## config.mk

```make
export PLATFORM = sky130hd
export DESIGN_NAME = keypad_encoder_flat
export DESIGN_NICKNAME = d
export VERILOG_FILES = /design/src/rtl/keypad_encoder_if.sv /design/src/rtl/keypad_encoder.sv /design/src/flat_wrapper.sv
export SDC_FILE = /design/constraint.sdc
export NUM_CORES = 1
export LEC_CHECK = 0
export BUFFER_PORTS_ARGS = -buffer_cell sky130_fd_sc_hd__buf_2
export CAP_MARGIN = 25
export CORE_MARGIN = 3
export CORE_UTILIZATION = 40
export DETAILED_ROUTE_END_ITERATION = 8
export SYNTH_ARGS = -nofsm -noshare
export SYNTH_HDL_FRONTEND = slang
export SYNTH_SLANG_ARGS = --single-unit
```

## constraint.sdc

```tcl
create_clock -name clk -period 6.8 [get_ports clk]
set_input_delay 1.36 -clock clk [delete_from_list [all_inputs] [get_ports clk]]
set_output_delay 1.36 -clock clk [all_outputs]
set_load 0.1 [all_outputs]
```

## src/rtl/keypad_encoder_if.sv

```systemverilog
// Bus between the raw push-button lines and the debounced key outputs.
// The slave side is the encoder; the master side drives buttons and observes keys.
interface keypad_encoder_if #(
    parameter int NUM_KEYS = 20
);
    logic [NUM_KEYS-1:0] pb;
    logic [4:0]          keyout;
    logic                strobe;
    logic                pressed;

    modport master (output pb, input keyout, input strobe, input pressed);
    modport slave  (input pb, output keyout, output strobe, output pressed);
endinterface

```

## src/rtl/keypad_encoder.sv

```systemverilog
// Keypad front end: synchronises bouncy buttons, picks the lowest pressed index
// and debounces press/release into a one-cycle strobe plus a held flag.
//
// state    | meaning
// IDLE     | no key seen; waiting for any button
// DEBOUNCE | candidate key must stay the sole lowest index for DEBOUNCE_CYCLES
// HELD     | press accepted; index changes ignored until all keys drop
// RELEASE  | all keys low; must stay low for DEBOUNCE_CYCLES before re-arming
module keypad_encoder #(
    parameter  int NUM_KEYS        = 20,
    parameter  int DEBOUNCE_CYCLES = 4,
    localparam int CNT_W           = $clog2(DEBOUNCE_CYCLES + 1)
) (
    input  logic             clk,
    input  logic             nrst,
    keypad_encoder_if.slave  kp
);
    typedef enum logic [1:0] {
        IDLE     = 2'd0,
        DEBOUNCE = 2'd1,
        HELD     = 2'd2,
        RELEASE  = 2'd3
    } state_t;

    localparam logic [CNT_W-1:0] CNT_LAST = CNT_W'(DEBOUNCE_CYCLES - 1);

    logic [NUM_KEYS-1:0] s1_q, s2_q;
    state_t              state_q, state_d;
    logic [CNT_W-1:0]    cnt_q, cnt_d;
    logic [4:0]          cand_q, cand_d;
    logic [4:0]          keyout_q, keyout_d;
    logic                strobe_q, strobe_d;
    logic                pressed_q, pressed_d;
    logic                any;
    logic [4:0]          idx;

    assign any = |s2_q;

    // Descending scan so the lowest set index is the last one written.
    always_comb begin
        idx = 5'd0;
        for (int i = NUM_KEYS - 1; i >= 0; i--) begin
            if (s2_q[i]) idx = 5'(i);
        end
    end

    always_ff @(posedge clk or negedge nrst) begin
        if (!nrst) begin
            s1_q      <= '0;
            s2_q      <= '0;
            state_q   <= IDLE;
            cnt_q     <= '0;
            cand_q    <= 5'd0;
            keyout_q  <= 5'h1F;
            strobe_q  <= 1'b0;
            pressed_q <= 1'b0;
        end else begin
            s1_q      <= kp.pb;
            s2_q      <= s1_q;
            state_q   <= state_d;
            cnt_q     <= cnt_d;
            cand_q    <= cand_d;
            keyout_q  <= keyout_d;
            strobe_q  <= strobe_d;
            pressed_q <= pressed_d;
        end
    end

    always_comb begin
        state_d   = state_q;
        cnt_d     = cnt_q;
        cand_d    = cand_q;
        keyout_d  = keyout_q;
        strobe_d  = 1'b0;
        pressed_d = pressed_q;
        case (state_q)
            IDLE: begin
                if (any) begin
                    cand_d  = idx;
                    cnt_d   = '0;
                    state_d = DEBOUNCE;
                end
            end
            DEBOUNCE: begin
                if (!any || idx != cand_q) begin
                    cnt_d   = '0;
                    state_d = IDLE;
                end else if (cnt_q == CNT_LAST) begin
                    keyout_d  = cand_q;
                    strobe_d  = 1'b1;
                    pressed_d = 1'b1;
                    cnt_d     = '0;
                    state_d   = HELD;
                end else begin
                    cnt_d = cnt_q + CNT_W'(1);
                end
            end
            HELD: begin
                if (!any) begin
                    cnt_d   = '0;
                    state_d = RELEASE;
                end
            end
            RELEASE: begin
                if (any) begin
                    cnt_d   = '0;
                    state_d = HELD;
                end else if (cnt_q == CNT_LAST) begin
                    pressed_d = 1'b0;
                    state_d   = IDLE;
                end else begin
                    cnt_d = cnt_q + CNT_W'(1);
                end
            end
            default: state_d = IDLE;
        endcase
    end

    assign kp.keyout  = keyout_q;
    assign kp.strobe  = strobe_q;
    assign kp.pressed = pressed_q;
endmodule

```

## src/flat_wrapper.sv

```systemverilog
// flat-port wrapper written by rule: the top's interface ports become plain ports
module keypad_encoder_flat 
#(
    parameter  int NUM_KEYS        = 20,
    parameter  int DEBOUNCE_CYCLES = 4,
    localparam int CNT_W           = $clog2(DEBOUNCE_CYCLES + 1)
)
  (clk, nrst, kp_pb, kp_keyout, kp_strobe, kp_pressed);
  keypad_encoder_if #(.NUM_KEYS(NUM_KEYS)) kp_i ();
  input  logic clk;
  input  logic nrst;
  input wire logic [$bits(kp_i.pb)-1:0] kp_pb;
  output wire logic [$bits(kp_i.keyout)-1:0] kp_keyout;
  output wire logic [$bits(kp_i.strobe)-1:0] kp_strobe;
  output wire logic [$bits(kp_i.pressed)-1:0] kp_pressed;
  assign kp_i.pb = kp_pb;
  assign kp_keyout = kp_i.keyout;
  assign kp_strobe = kp_i.strobe;
  assign kp_pressed = kp_i.pressed;
  keypad_encoder #(.NUM_KEYS(NUM_KEYS), .DEBOUNCE_CYCLES(DEBOUNCE_CYCLES)) u_core (.clk(clk), .nrst(nrst), .kp(kp_i));
endmodule
```

==> summary.txt, run 1 <==
Critical path
  – Worst Path Buf+Inv: 1
  – Crit path cell chain: buf_2
  – CP arrival: between 1 and 1.5 ns
  – Crit path max-delay family: flip-flops
  – WP data required: 5.44 ns
  – Critical path fanouts, max: 2
  – Setup crit end kind: primary output
  – CP Launch Type: flip-flop
  – Cell with the biggest individual delay on the critical path: dfstp_2
  – Max incr delay on CP: 0.53 ns
  – Crit Path Category: flip-flop to primary output

CTS
  – # hold bufs at CTS: 0
  – Root Driver: clkbuf_8
  – CTS tree: built
  – Clk sink count: 57
  – Htree depth: 3
  – Post-CTS setup buffers: 0
  – CTS max path bufs: 2
  – # resized after CTS: 0
  – Cts bufs inserted: 9
  – CTS clk-pin slew, worst paths: ~0.06 ns
  – Worst skew pair latency: between 0.3 and 0.4 ns

Run
  – Max_cap viols: 0

Drt
  – Via count: approximately 1500
  – Post-Route WL: between 3 and 4 mm
  – Vias per cell: 5.03
  – Final ANT Viol Nets: 0
  – DR DRC count: 0
  – Drt first pass iters: 4
  – Starting DRT DRC Count: around 120
  – Routed wire per std cell: 12.6 µm

Run status
  – Status: finished clean

Layout
  – Layout net count: 248
  – Area of the multi-input gates: between 700 and 800 µm²
  – Final cell count without fillers: ~300
  – Share of cells above drive strength 1: 0.276
  – Area Overhead vs Synth: 18.7%
  – Register area: ~0.0014 mm²
  – Filler cell count: a little under 500
  – Diode count: 0

Synthesis
  – Net count after synthesis: approximately 210
  – Cell Area, Synth: between 0.002 and 0.0025 mm²
  – YS warnings: 0
  – Post-synthesis sequential element count: 57
  – Most used DFF post-synth: dfrtp_1
  – Avg Cell Area, Syn: around 12 µm²
  – Synth Instances: roughly 190
  – Synth unique cells: 40
  – EDFF count, synth: 0
  – Synth async-reset ratio: 1.00
  – Sequential element share of the synthesized area: 0.640

Power and ir drop
  – Net Sw Frac: 0.289
  – Power per standard cell area: about 310 mW/mm²
  – Combinational Power Share: 0.130
  – Pint: 0.000589 W
  – Max VDD drop: between 0.00015 and 0.0002 V
  – Clock network power share: 0.377
  – Leakage: approximately 1.2 nW
  – Net switching power: approximately 0.00024 W
  – Flop pwr share: 0.493

Die
  – Core ar.: approximately 0.0053 mm²
  – Total die area: approximately 0.0065 mm²
  – Initial Util: 0.425
  – Die height: 80.8 µm
  – Core Rows: 26
  – I/O pins: 29
  – Die X: just over 80 µm

Global routing
  – Initial antenna violation count: 0
  – GR Overflow Total: 0
  – First-pass GRT wire length: between 6 and 7 mm
  – Largest net degree at the start of global routing: between 50 and 60
  – GRT Util Overall: 0.138
  – Number of global-route vias before repair: 1467

Timing
  – Slew HR: 0.492
  – Final setup violation count: 0
  – RSZ-0062 raised after global routing: false
  – Setup tns final: 0 ns
  – Period utilization: 0.389
  – Final hold vios: 0
  – Max-slew violations: 0
  – Min cycle time layout: roughly 2.6 ns
  – Worst slew pin tran: between 0.7 and 0.8 ns
  – Fmax: roughly 380 MHz
  – Clock Skew: approximately 0.0044 ns

Place
  – I/O Buffers: 28
  – Hpwl dp: about 2.6 mm
  – Placed cell count: between 200 and 300
  – Global placement routability congestion: between 0.8 and 0.9

Hold path
  – Worst hold path class: flip-flop to flip-flop
-- cell type report --
type / count / share of cell area
inverters: 7 / 0.00989
well taps: 70 / 0.0330
multi-input cells: 119 / 0.285
clock buffers: 10 / 0.0518
clock inverters: 6 / 0.0254
repair buffers: 29 / 0.0556
flip-flops and latches: 57 / 0.539
-- final timing paths --
kind                                     start                   to  slack, ns  cells past startpoint
setup / recovery           u_core.kp.keyout[1]         kp_keyout[1]       4.16                      1
hold / removal                 u_core.s1_q[15]      u_core.s2_q[15]       0.35                      0
setup reg to reg                u_core.s2_q[3]  u_core.kp.keyout[1]       4.32                      7
hold reg to reg                u_core.s1_q[15]      u_core.s2_q[15]       0.35                      0
max in group asynchronous                 nrst       u_core.s1_q[0]       5.20                      2
min in group asynchronous                 nrst    u_core.kp.pressed       1.15                      2
-- synthesized netlist by cell type (3+ instances only) --
cell | count | area (µm²)
a21oi_1 | 9 | 45.0
a31oi_1 | 4 | 25.0
clkbuf_1 | 3 | 11.3
dfrtp_1 | 52 | 1300
dfstp_2 | 5 | 131
ha_1 | 3 | 37.5
inv_1 | 7 | 26.3
mux2_4 | 5 | 75.1
nand2_1 | 23 | 86.3
nand3_1 | 4 | 20.0
nor2_1 | 14 | 52.6
nor3_1 | 5 | 25.0
nor4_1 | 3 | 18.8
o21ai_0 | 3 | 15.0
o21ai_1 | 8 | 40.0
o31ai_1 | 4 | 30.0
-- per-stage QoR --
stage | utilization | power [W] | hold WS (ns) | instance area [µm²] | worst slack [ns]
finish | 0.504 | 0.000828 | 0.345 | 2660 | 4.16
global route | 0.504 | 0.000878 | 0.353 | 2660 | 4.09
CTS | 0.504 | 0.000842 | 0.346 | 2660 | 4.13
detailed placement | 0.465 | 0.000523 | 0.335 | 2450 | 4.30
global placement | 0.465 | 0.000520 | 0.333 | 2450 | 4.35
floorplan | - | 0.000486 | 0.331 | 2240 | 4.53
-- cells in the final DEF, fill, tap and decap left out, types with 2 or more instances in the layout --
cell	netlist	routed
dfstp_2	5	5
nor4_2	2	2
a21o_1	2	2
and4_1	2	2
nand2_1	23	23
nor4_1	3	3
o31ai_1	4	4
inv_1	7	7
a21oi_1	9	9
o21bai_1	2	2
a22oi_1	2	2
nand4_1	2	2
and2_1	2	2
nand2b_1	2	2
nor2b_1	2	2
or4_1	2	2
clkinv_4	0	2
ha_1	3	3
or2_1	2	2
o21ai_1	8	8
nor2_1	14	14
mux2_4	5	5
dfrtp_1	52	52
a31oi_1	4	4
clkbuf_8	0	10
clkinvlp_4	0	2
buf_2	0	28
nor3_1	5	5
nand3_1	4	4
o21ai_0	3	3
-- flip-flops by register name (all words and copies together), names as in the netlist --
signal / flops
u_core.kp.strobe: 1
u_core.cnt_q: 3
u_core.state_q: 2
u_core.s2_q: 20
u_core.cand_q: 5
u_core.kp.keyout: 5
u_core.s1_q: 20
u_core.kp.pressed: 1
-- metal layers --
metal | share of wire | GRT usage | wire length, µm | vias up
li1 | - | - | - | 743
met1 | 0.46 | 0.167 | 1730 | 714
met2 | 0.46 | 0.204 | 1740 | 34
met3 | 0.066 | 0.0665 | 249 | 8
met4 | 0.013 | 0.0709 | 50 | 0
met5 | 0 | 0 | 0 | -
-- logic make-up (layout without fill, tap and decap cells) --
group	after synthesis	after routing	synth area share
muxes	5	5	0.0335
and+or+nand+nor	67	67	0.152
xor gates and xnor gates	1	1	0.00391
adders and majority gates	3	3	0.0168
DFF	57	57	0.640
buffers and inverters	11	52	0.0218
AOI/OAI and AO/OA	43	43	0.132
-- power by group through the flow --
stage	combinational (W)	sequential, W	clock (W)
floorplan	0.0000752	0.000411	0
global placement	0.000107	0.000413	0
detailed placement	0.000109	0.000414	0
CTS	0.000109	0.000408	0.000325
global route	0.000123	0.000414	0.000341
finish	0.000108	0.000408	0.000313
Power figures use the tool's default switching activity.
==> inputs of run 2 (changes only) <==
==> constraint.sdc (replaced) <==
create_clock -name clk -period 2.4 [get_ports clk]
set_input_delay 0.48 -clock clk [delete_from_list [all_inputs] [get_ports clk]]
set_output_delay 0.48 -clock clk [all_outputs]
set_load 0.1 [all_outputs]
==> summary.txt, run 2 (synthesized netlist as in run 1, its figures left out) <==
Place
  – I/O Buffers: 28
  – Placed instance area: about 0.0025 mm²
  – Hpwl dp: 2.80 mm
  – Placed cell count: 293
  – Global placement routability congestion: approximately 0.78
  – DP Worst Slack: around 0.042 ns

Run status
  – Status: finished clean

Critical path
  – Max incr delay on CP: 0.54 ns
  – CP Launch Type: flip-flop
  – CP arrival: approximately 2.6 ns
  – Critical Path Start: u_core.s2_q[10]
  – Crit Path Category: flip-flop to flip-flop
  – CP endpoint: u_core.kp.keyout[1]
  – Crit path cell chain: or4_4 -> o21ai_2 -> a31oi_1 -> o32ai_1 -> o2111a_2 -> and4_1 -> buf_6 -> mux2_4
  – Cell with the biggest individual delay on the critical path: or4_4
  – R2R cell count: 8
  – Reg2Reg Capture Point: u_core.kp.keyout[1]
  – Setup crit end kind: flip-flop
  – Worst flop-to-flop path startpoint: u_core.s2_q[10]
  – Critical path fanouts, max: 6
  – Reg2Reg Setup Slack: about 0.066 ns
  – WP data required: ~2.7 ns

CTS
  – # hold bufs at CTS: 0
  – CTS clk-pin slew, worst paths: around 0.060 ns
  – Worst skew pair latency: approximately 0.33 ns
  – Root Driver: clkbuf_8
  – CTS max path bufs: 2
  – CTS tree: built
  – Cts bufs inserted: 9
  – Htree depth: 3
  – Clk sink count: 57

Timing
  – RSZ-0062 raised after global routing: true
  – Slew HR: 0.592
  – Clock Skew: roughly 0.0065 ns
  – Final setup violation count: 0
  – Final hold vios: 0
  – Max-slew violations: 0
  – Worst slew pin tran: approximately 0.6 ns
  – Fmax: ~430 MHz
  – Setup tns final: 0 ns
  – Period utilization: 0.973
  – Post-route setup slack: approximately 0.066 ns
  – Min cycle time layout: roughly 2.3 ns
  – Worst-case hold slack: roughly 0.16 ns

Power and ir drop
  – Max VDD drop: ~0.00042 V
  – Power per standard cell area: approximately 800 mW/mm²
  – Leakage: roughly 1.2 nW

Drt
  – Starting DRT DRC Count: 92
  – Wire length on met2: approximately 1.8 mm
  – Top sig layer: met4
  – Metal3 WL: 213 µm
  – Vias per cell: ~5
  – Met1 WL: 1.82 mm
  – DR DRC count: 0
  – Via count: between 1500 and 2000
  – Routed wire per std cell: roughly 13 µm
  – Post-Route WL: approximately 3.9 mm
  – Final ANT Viol Nets: 0
  – Drt first pass iters: 4

Global routing
  – GRT Util Overall: 0.136
  – First-pass GRT wire length: between 6 and 7 mm
  – Number of global-route vias before repair: 1457
  – Largest net degree at the start of global routing: 32
  – GR Overflow Total: 0
  – Initial antenna violation count: 0

Die
  – Core ar.: 0.00527 mm²
  – Total die area: about 0.0065 mm²
  – Die height: 80.8 µm
  – Core Rows: 26
  – I/O pins: 29
  – Initial Util: 0.425
  – Die X: roughly 81 µm

Run
  – Max_cap viols: 0

Layout
  – Share of cells above drive strength 1: 0.296
  – Leading registers by flop count: u_core.s1_q x20, u_core.s2_q x20
  – Most frequent cells in the layout: 52 x dfrtp_1, 28 x buf_2, 23 x nand2_1, 14 x nor2_1, 11 x buf_4
  – Layout net count: between 200 and 300
  – Most common cell after layout, fill and taps aside: dfrtp_1
  – Diode count: 0
  – Final cell count without fillers: between 300 and 400
  – Area Overhead vs Synth: 22.2%
  – Final Cell Area: 0.00274 mm²

Hold path
  – Worst hold path class: input pin to asynchronous set/reset pin
-- run 2: changes by cell type in the layout (fill, tap and decap cells not counted), sizes merged --
cell	before	now
clkinv	3	1
bufinv	1	0
clkbuf	10	15
buf	29	41
clkinvlp	2	0
-- run 2: where the power goes --
| group | switching [W] | leakage [nW] | internal [W] |
|---|---|---|---|
| registers | 0.000110 | 0.678 | 0.00105 |
| logic | 0.000202 | 0.463 | 0.000138 |
| clock network | 0.000340 | 0.0817 | 0.000403 |
-- run 2: how the worst min path moves through the flow --
stage                            end  slack, ns  cells after the start
floorplan           u_core.cand_q[0]       0.18                      0
global placement      u_core.s2_q[3]       0.33                      0
detailed placement    u_core.s2_q[1]       0.33                      0
CTS                 u_core.kp.strobe       0.17                      1
global route        u_core.kp.strobe       0.21                      1
finish              u_core.kp.strobe       0.16                      1
-- run 2: critical path, delay by kind of cell, from the launching register on --
kind / cells / cell delay (ns)
buffers and inverters: 1 / 0.14
muxes: 1 / 0.30
and+or+nand+nor: 2 / 0.75
DFF: 1 / 0.41
AOI/OAI and AO/OA: 4 / 0.67
-- run 2: what timing repair did --
action | CTS | global route
buffers inserted | 0 | 1
gates resized for setup | 0 | 3
endpoints found under the setup margin | 0 | 6
-- run 2: per-layer routing --
layer,global-route usage,vias up
met5,0,-
met4,0.0861,0
met3,0.0432,9
met2,0.204,44
met1,0.170,739
li1,-,767
-- run 2: area by class of cell --
| class | instances | area (µm²) |
|---|---|---|
| Tap cell | 70 | 87.6 |
| Multi-Input combinational cell | 119 | 774 |
| Inverter | 7 | 26.3 |
| Timing Repair Buffer | 41 | 254 |
| Clock inverter | 1 | 5.00 |
| Clock buffer | 15 | 156 |
| Fill cell | 501 | 2530 |
| Sequential cell | 57 | 1430 |
-- run 2: per-stage QoR --
stage / util / power (W)
after floorplan: - / 0.00138
after global placement: 0.483 / 0.00149
after detailed placement: 0.483 / 0.00150
after CTS: 0.514 / 0.00226
after global routing: 0.519 / 0.00237
final: 0.519 / 0.00224
